<file path="src/rtl/flash_arb_pkg.sv">
// Shared types for the flash port arbiter: FSM states, the captured request
// bundle and the width of the optional response timeout counter.
package flash_arb_pkg;

  typedef enum logic [1:0] {
    IDLE      = 2'd0,
    ISSUE     = 2'd1,
    WAIT_RESP = 2'd2
  } arb_state_e;

  typedef struct packed {
    logic        we;
    logic [3:0]  be;
    logic [31:0] addr;
    logic [31:0] wdata;
  } flash_req_t;

  localparam int unsigned TimeoutW = 16;

endpackage

</file>
<file path="src/rtl/flash_arb_rr.sv">
// Two-way owner pick for the flash arbiter. In round-robin mode a pointer
// names the favoured host on a collision and moves to the other host on every
// grant. A lone requester always wins. FixedPrio != 0 makes host 0 win always.
module flash_arb_rr #(
  parameter int unsigned FixedPrio = 0
) (
  input  logic       clk_i,
  input  logic       rst_i,
  input  logic [1:0] req_i,
  input  logic       advance_i,
  input  logic       owner_i,
  output logic       pick_o
);

  if (FixedPrio != 0) begin : g_fixed
    // Host 0 wins whenever it is requesting
    always_comb pick_o = !req_i[0];
  end else begin : g_rr
    logic ptr_q;
    logic ptr_d;

    // Pick the pointer host on a collision; point at the non-owner after a grant
    always_comb begin
      ptr_d = ptr_q;
      if (advance_i) begin
        ptr_d = ~owner_i;
      end
      if (req_i == 2'b11) begin
        pick_o = ptr_q;
      end else begin
        pick_o = req_i[1] & ~req_i[0];
      end
    end

    // Pointer register, host 0 favoured out of reset
    always_ff @(posedge clk_i) begin
      if (rst_i) begin
        ptr_q <= 1'b0;
      end else begin
        ptr_q <= ptr_d;
      end
    end
  end

endmodule

</file>
<file path="src/rtl/flash_port_arbiter.sv">
// Arbitrates two host request ports onto one slow flash port with a single
// outstanding transaction. IDLE captures the winner's bundle, ISSUE presents
// it for one accepted cycle (stalled by flash_wait_i), WAIT_RESP forwards the
// response to the owner.
// Optional feature: define FLASH_ARB_TIMEOUT_EN to end WAIT_RESP with an
// error response after TimeoutCycles cycles without flash_rvalid_i.
module flash_port_arbiter
  import flash_arb_pkg::*;
#(
  parameter int unsigned TimeoutCycles = 64,
  parameter int unsigned FixedPrio     = 0
) (
  input  logic        clk_i,
  input  logic        rst_i,

  input  logic        h0_req_i,
  input  logic        h0_we_i,
  input  logic [3:0]  h0_be_i,
  input  logic [31:0] h0_addr_i,
  input  logic [31:0] h0_wdata_i,
  output logic        h0_gnt_o,
  output logic        h0_rvalid_o,
  output logic [31:0] h0_rdata_o,
  output logic        h0_err_o,

  input  logic        h1_req_i,
  input  logic        h1_we_i,
  input  logic [3:0]  h1_be_i,
  input  logic [31:0] h1_addr_i,
  input  logic [31:0] h1_wdata_i,
  output logic        h1_gnt_o,
  output logic        h1_rvalid_o,
  output logic [31:0] h1_rdata_o,
  output logic        h1_err_o,

  output logic        flash_req_o,
  output logic        flash_we_o,
  output logic [3:0]  flash_be_o,
  output logic [31:0] flash_addr_o,
  output logic [31:0] flash_wdata_o,
  input  logic        flash_rvalid_i,
  input  logic [31:0] flash_rdata_i,
  input  logic        flash_wait_i
);

  arb_state_e  state_q, state_d;
  logic        owner_q, owner_d;
  flash_req_t  bundle_q, bundle_d;

  logic [1:0]  host_req;
  flash_req_t  host_bundle [2];
  logic        pick;
  logic        grant;
  logic        resp_ok;
  logic        resp_to;

  logic [1:0]  gnt_vec;
  logic [1:0]  rvalid_vec;
  logic [1:0]  err_vec;
  logic [31:0] rdata_vec [2];

  // Gather the per-host request bundles into indexable form
  always_comb begin
    host_req       = {h1_req_i, h0_req_i};
    host_bundle[0] = '{we: h0_we_i, be: h0_be_i, addr: h0_addr_i, wdata: h0_wdata_i};
    host_bundle[1] = '{we: h1_we_i, be: h1_be_i, addr: h1_addr_i, wdata: h1_wdata_i};
  end

  // The flash accepts the request in the first ISSUE cycle without wait;
  // responses are only honoured while a transaction is outstanding
  assign grant   = (state_q == ISSUE) && !flash_wait_i;
  assign resp_ok = (state_q == WAIT_RESP) && flash_rvalid_i;

  flash_arb_rr #(
    .FixedPrio (FixedPrio)
  ) u_rr (
    .clk_i     (clk_i),
    .rst_i     (rst_i),
    .req_i     (host_req),
    .advance_i (grant),
    .owner_i   (owner_q),
    .pick_o    (pick)
  );

`ifdef FLASH_ARB_TIMEOUT_EN
  localparam logic [TimeoutW-1:0] TimeoutLast = TimeoutW'(TimeoutCycles - 1);

  logic [TimeoutW-1:0] tmo_cnt_q, tmo_cnt_d;

  // Counter is zero on the first WAIT_RESP cycle; a real response wins the tie
  always_comb begin
    tmo_cnt_d = (state_q == WAIT_RESP) ? tmo_cnt_q + 1'b1 : '0;
  end
  assign resp_to = (state_q == WAIT_RESP) && !flash_rvalid_i && (tmo_cnt_q == TimeoutLast);

  // Timeout counter register
  always_ff @(posedge clk_i) begin
    if (rst_i) begin
      tmo_cnt_q <= '0;
    end else begin
      tmo_cnt_q <= tmo_cnt_d;
    end
  end
`else
  // Without the timeout WAIT_RESP waits for the flash indefinitely
  assign resp_to = 1'b0;
`endif

  // Next-state logic: capture in IDLE, issue once, wait for the response
  always_comb begin
    state_d  = state_q;
    owner_d  = owner_q;
    bundle_d = bundle_q;
    unique case (state_q)
      IDLE: begin
        if (|host_req) begin
          owner_d  = pick;
          bundle_d = host_bundle[pick];
          state_d  = ISSUE;
        end
      end
      ISSUE: begin
        if (grant) begin
          state_d = WAIT_RESP;
        end
      end
      WAIT_RESP: begin
        if (resp_ok || resp_to) begin
          state_d = IDLE;
        end
      end
      default: state_d = IDLE;
    endcase
  end

  // FSM, owner and captured bundle registers
  always_ff @(posedge clk_i) begin
    if (rst_i) begin
      state_q  <= IDLE;
      owner_q  <= 1'b0;
      bundle_q <= '0;
    end else begin
      state_q  <= state_d;
      owner_q  <= owner_d;
      bundle_q <= bundle_d;
    end
  end

  // Per-host response steering; only the owner ever sees gnt/rvalid/err
  for (genvar gi = 0; gi < 2; gi++) begin : g_host
    logic is_owner;
    assign is_owner       = (owner_q == 1'(gi)) && !rst_i;
    assign gnt_vec[gi]    = is_owner && grant;
    assign rvalid_vec[gi] = is_owner && (resp_ok || resp_to);
    assign err_vec[gi]    = is_owner && resp_to;
    assign rdata_vec[gi]  = (is_owner && resp_ok) ? flash_rdata_i : '0;
  end

  assign h0_gnt_o    = gnt_vec[0];
  assign h0_rvalid_o = rvalid_vec[0];
  assign h0_err_o    = err_vec[0];
  assign h0_rdata_o  = rdata_vec[0];
  assign h1_gnt_o    = gnt_vec[1];
  assign h1_rvalid_o = rvalid_vec[1];
  assign h1_err_o    = err_vec[1];
  assign h1_rdata_o  = rdata_vec[1];

  // Flash port: one accepted request cycle, bundle forced low while in reset
  assign flash_req_o   = grant && !rst_i;
  assign flash_we_o    = bundle_q.we && !rst_i;
  assign flash_be_o    = rst_i ? '0 : bundle_q.be;
  assign flash_addr_o  = rst_i ? '0 : bundle_q.addr;
  assign flash_wdata_o = rst_i ? '0 : bundle_q.wdata;

endmodule
</file>
<file path="config.mk">
export PLATFORM = sky130hd
export DESIGN_NAME = flash_port_arbiter
export DESIGN_NICKNAME = d
export VERILOG_FILES = /design/src/rtl/flash_arb_pkg.sv /design/src/rtl/flash_arb_rr.sv /design/src/rtl/flash_port_arbiter.sv
export SDC_FILE = /design/constraint.sdc
export NUM_CORES = 1
export LEC_CHECK = 0
export ABC_AREA = 1
export BUFFER_PORTS_ARGS = -buffer_cell sky130_fd_sc_hd__buf_2
export CORE_MARGIN = 1
export CORE_UTILIZATION = 25
export CTS_BUF_LIST = sky130_fd_sc_hd__clkbuf_4 sky130_fd_sc_hd__clkbuf_8
export DETAILED_ROUTE_END_ITERATION = 8
export HOLD_SLACK_MARGIN = 0.02
export MAX_ROUTING_LAYER = met4
export REMOVE_ABC_BUFFERS = 1
export SLEW_MARGIN = 20
export SYNTH_ARGS = -nofsm -noshare
export SYNTH_HDL_FRONTEND = slang
export SYNTH_SLANG_ARGS = --single-unit
export TNS_END_PERCENT = 50
</file>
<file path="constraint.sdc">
create_clock -name clk_i -period 1.3 [get_ports clk_i]
set_input_delay 0.195 -clock clk_i [delete_from_list [all_inputs] [get_ports clk_i]]
set_output_delay 0.195 -clock clk_i [all_outputs]
set_load 0.03 [all_outputs]
</file>
==> results.md <==
- Status: finished, violations left
- Failing checks: design-rule violations, negative setup slack
- Class of the worst hold path: in2reg
- Ys Warns: 0
- Vias in the first global route: 5419
- Ant. Diodes: 0
- CTS root buffer: clkbuf_8
- Maximum vdd ir drop: 0.4729 mV
- Yosys top cell by area: dfxtp_1
- Dpl hpwl: 13260 um
- Mean area per synthesized cell: 5.780 um2
- RSZ-0062 raised after global routing: yes
- Setup Skew: 0.01105 ns
- Port Buf Inserts: 313
- Setup_tns: -26.37 ns
- Io pins: 316
- Area growth syn-to-layout: 71.59%
- Max clock buf depth: 2
- Max Clk Rate: 0.5546 GHz
- Post-synth EDFFs: 0
- # setup viols final: 69
- Final core occ: 44.11%
- Via-to-Cell Ratio: 4.313
- Synth Cell Area: 4664 um2
- Fraction of registers with async set/reset: 0%
- Die height: 138.6 um
- Primary FF master, synth: dfxtp_1
- Skew-Pair Late Insertion Delay: 0.36 ns
- Multi-input gate area: 2644 um2
- Final Hold Fails: 0
- First-pass GRT wire length: 28120 um
- Wirelength per Cell: 13.81 um
- Max-Cap Viols: 0
- Most numerous cell in the Yosys netlist: nand2_1
- # fillers: 1836
- Gr ovfl total: 0
- Worst EP required: 1.11 ns
- Antenna Nets Post-Route: 0
- Initial cell density of the core: 25.70%
- Crit share post-route: 138.7%
- Worst EP arrival: 1.61 ns
- CTS tree: yes
- # rows: 49
- Die width: 138.6 um
- Initial antenna violation count: 2
- DR pass1 iterations: 8
- CTS clock-pin slew for the worst setup and hold paths: 0.07 ns
- Clock period minus worst slack: 1.803 ns
- Routed WL: 18890 um
- Register Area: 1465 um2
- Slew Viols, Final: 0
- DRC Markers: 25
- Area share of the largest cell type after synthesis: 31.33%
- Pin count of the biggest net entering global routing: 44
- Top cells by area, synth: dfxtp_1 (31%), nand2_1 (17%), inv_1 (14%)
- Post-Syn Instances: 807
- FF+latch count, synth: 73
- PwrDens: 864.0 nW/um2
- Final worst slack: -0.5033 ns
- Worst Path Max Fanout: 16
- TritonCTS Buffers: 9
- GPL Wtd Cong: 0.8569
- Clock sinks: 73
- 1st-iter DRT viols: 218
- Total die area: 19210 um2
- Global router's overall resource usage: 19.32%
- CP Launch Type: flip-flop
- Share of the yosys chip area belonging to registers: 31.33%
- CORE AREA: 18150 um2
- Cell variety after synth: 20
- Setup CP Type: reg2out
- Share of layout cells above drive strength 1: 41.53%
- Post-synth top cells: nand2_1 (215), inv_1 (176), nor2_1 (139)
- CTS H-tree depth: 3
- # nets final: 1311
- Pleak: 0.004493 uW
- Via count: 5900
- CP Capture Type: output pin
## where the power goes
group	internal [uW]	switching [uW]	leakage [uW]
sequential	2480	60.3	0.000604
combinational	857	1320	0.00377
clock	1320	881	0.000122
## layout by cell type (no fill, tap or decap)
| cell | n |
|---|---|
| nand3_1 | 71 |
| dfxtp_1 | 70 |
| clkbuf_4 | 1 |
| buf_12 | 14 |
| nor2_2 | 44 |
| inv_2 | 2 |
| clkbuf_8 | 10 |
| nor2_4 | 31 |
| buf_6 | 66 |
| inv_4 | 2 |
| buf_2 | 206 |
| nor2_1 | 66 |
| inv_1 | 173 |
| bufinv_16 | 3 |
| dfxtp_2 | 3 |
| clkinv_2 | 1 |
| or2_4 | 1 |
| buf_4 | 79 |
| nand3_4 | 1 |
| clkinv_4 | 1 |
| nand2_1 | 211 |
| a21oi_1 | 2 |
| nand3b_1 | 69 |
| buf_16 | 1 |
| buf_8 | 1 |
| o21ai_0 | 2 |
| nand2_4 | 3 |
| nand2_2 | 3 |
| conb_1 | 2 |
## sequential cells by signal, summed over array words and instances (netlist names)
| signal | cells |
|---|---|
| u_rr.g_rr.ptr_q | 1 |
| state_q | 2 |
| bundle_q | 69 |
| owner_q | 1 |
## cell type report
cell class                 instances  share of cell area [%]
tap                              229                   3.580
inverter                         177                   8.363
multi-input combinational        506                   33.03
clock buffer                      10                   1.720
clock inverter                     5                   1.297
timing repair buffer             368                   33.70
sequential                        73                   18.31
## kinds of logic after synthesis
| logic type | Yosys count | synth area share, % |
|---|---|---|
| simple gates | 500 | 48.20 |
| buf+inv | 229 | 19.96 |
| flops | 73 | 31.33 |
| compound gates | 4 | 0.4292 |
| other cells | 1 | 0.08039 |
## stage by stage
stage          std cells  power (uW)  hold WS, ns  setup slack (ns)  cell area (um2)
3_5_place_dp        1345        4626       0.4798           -0.2522             6763
3_3_place_gp        1345        4611       0.4747           -0.2216             6763
6_report            1368        6915       0.1198           -0.5033             8004
4_1_cts             1367        6961      0.07849           -0.4584             7559
5_1_grt             1368        7372       0.1097           -0.5818             8004
2_1_floorplan        756        3664       0.2641            -1.972             4402
## repair_timing
action,CTS,global route
gates resized for setup,171,145
endpoints found under the hold margin,0,0
setup buffers,7,1
gates cloned,1,0
pin swaps,3,1
endpoints found under the setup margin,108,165
hold buffers,0,0
## worst paths after layout
kind | from | slack, ns | depth (start not counted) | to
worst min register to register | bundle_q[56] | 0.51 | 4 | bundle_q[56]
worst max-delay path | owner_q | -0.50 | 6 | h0_rdata_o[4]
worst min-delay path | flash_wait_i | 0.12 | 3 | state_q[0]
worst max register to register | state_q[1] | 0.03 | 6 | owner_q
## per-layer routing
metal | track usage [%] | share of wire [%] | routed length [um] | up-vias
li1 | - | - | - | 3012
met1 | 21.35 | 40 | 7649 | 2581
met2 | 33.88 | 49 | 9179 | 257
met3 | 4.040 | 6.6 | 1246 | 50
met4 | 7.629 | 4.3 | 815 | 0
met5 | - | 0 | 0 | -
## worst max-delay path, cell delays in order (launching register included)
cell and delay [ns]:
dfxtp_2 0.32, or2_4 0.24, nor2_4 0.12, inv_4 0.07
buf_12 0.16, nor2_2 0.19, buf_6 0.17
No activity file was read; power rests on OpenSTA's default activity.
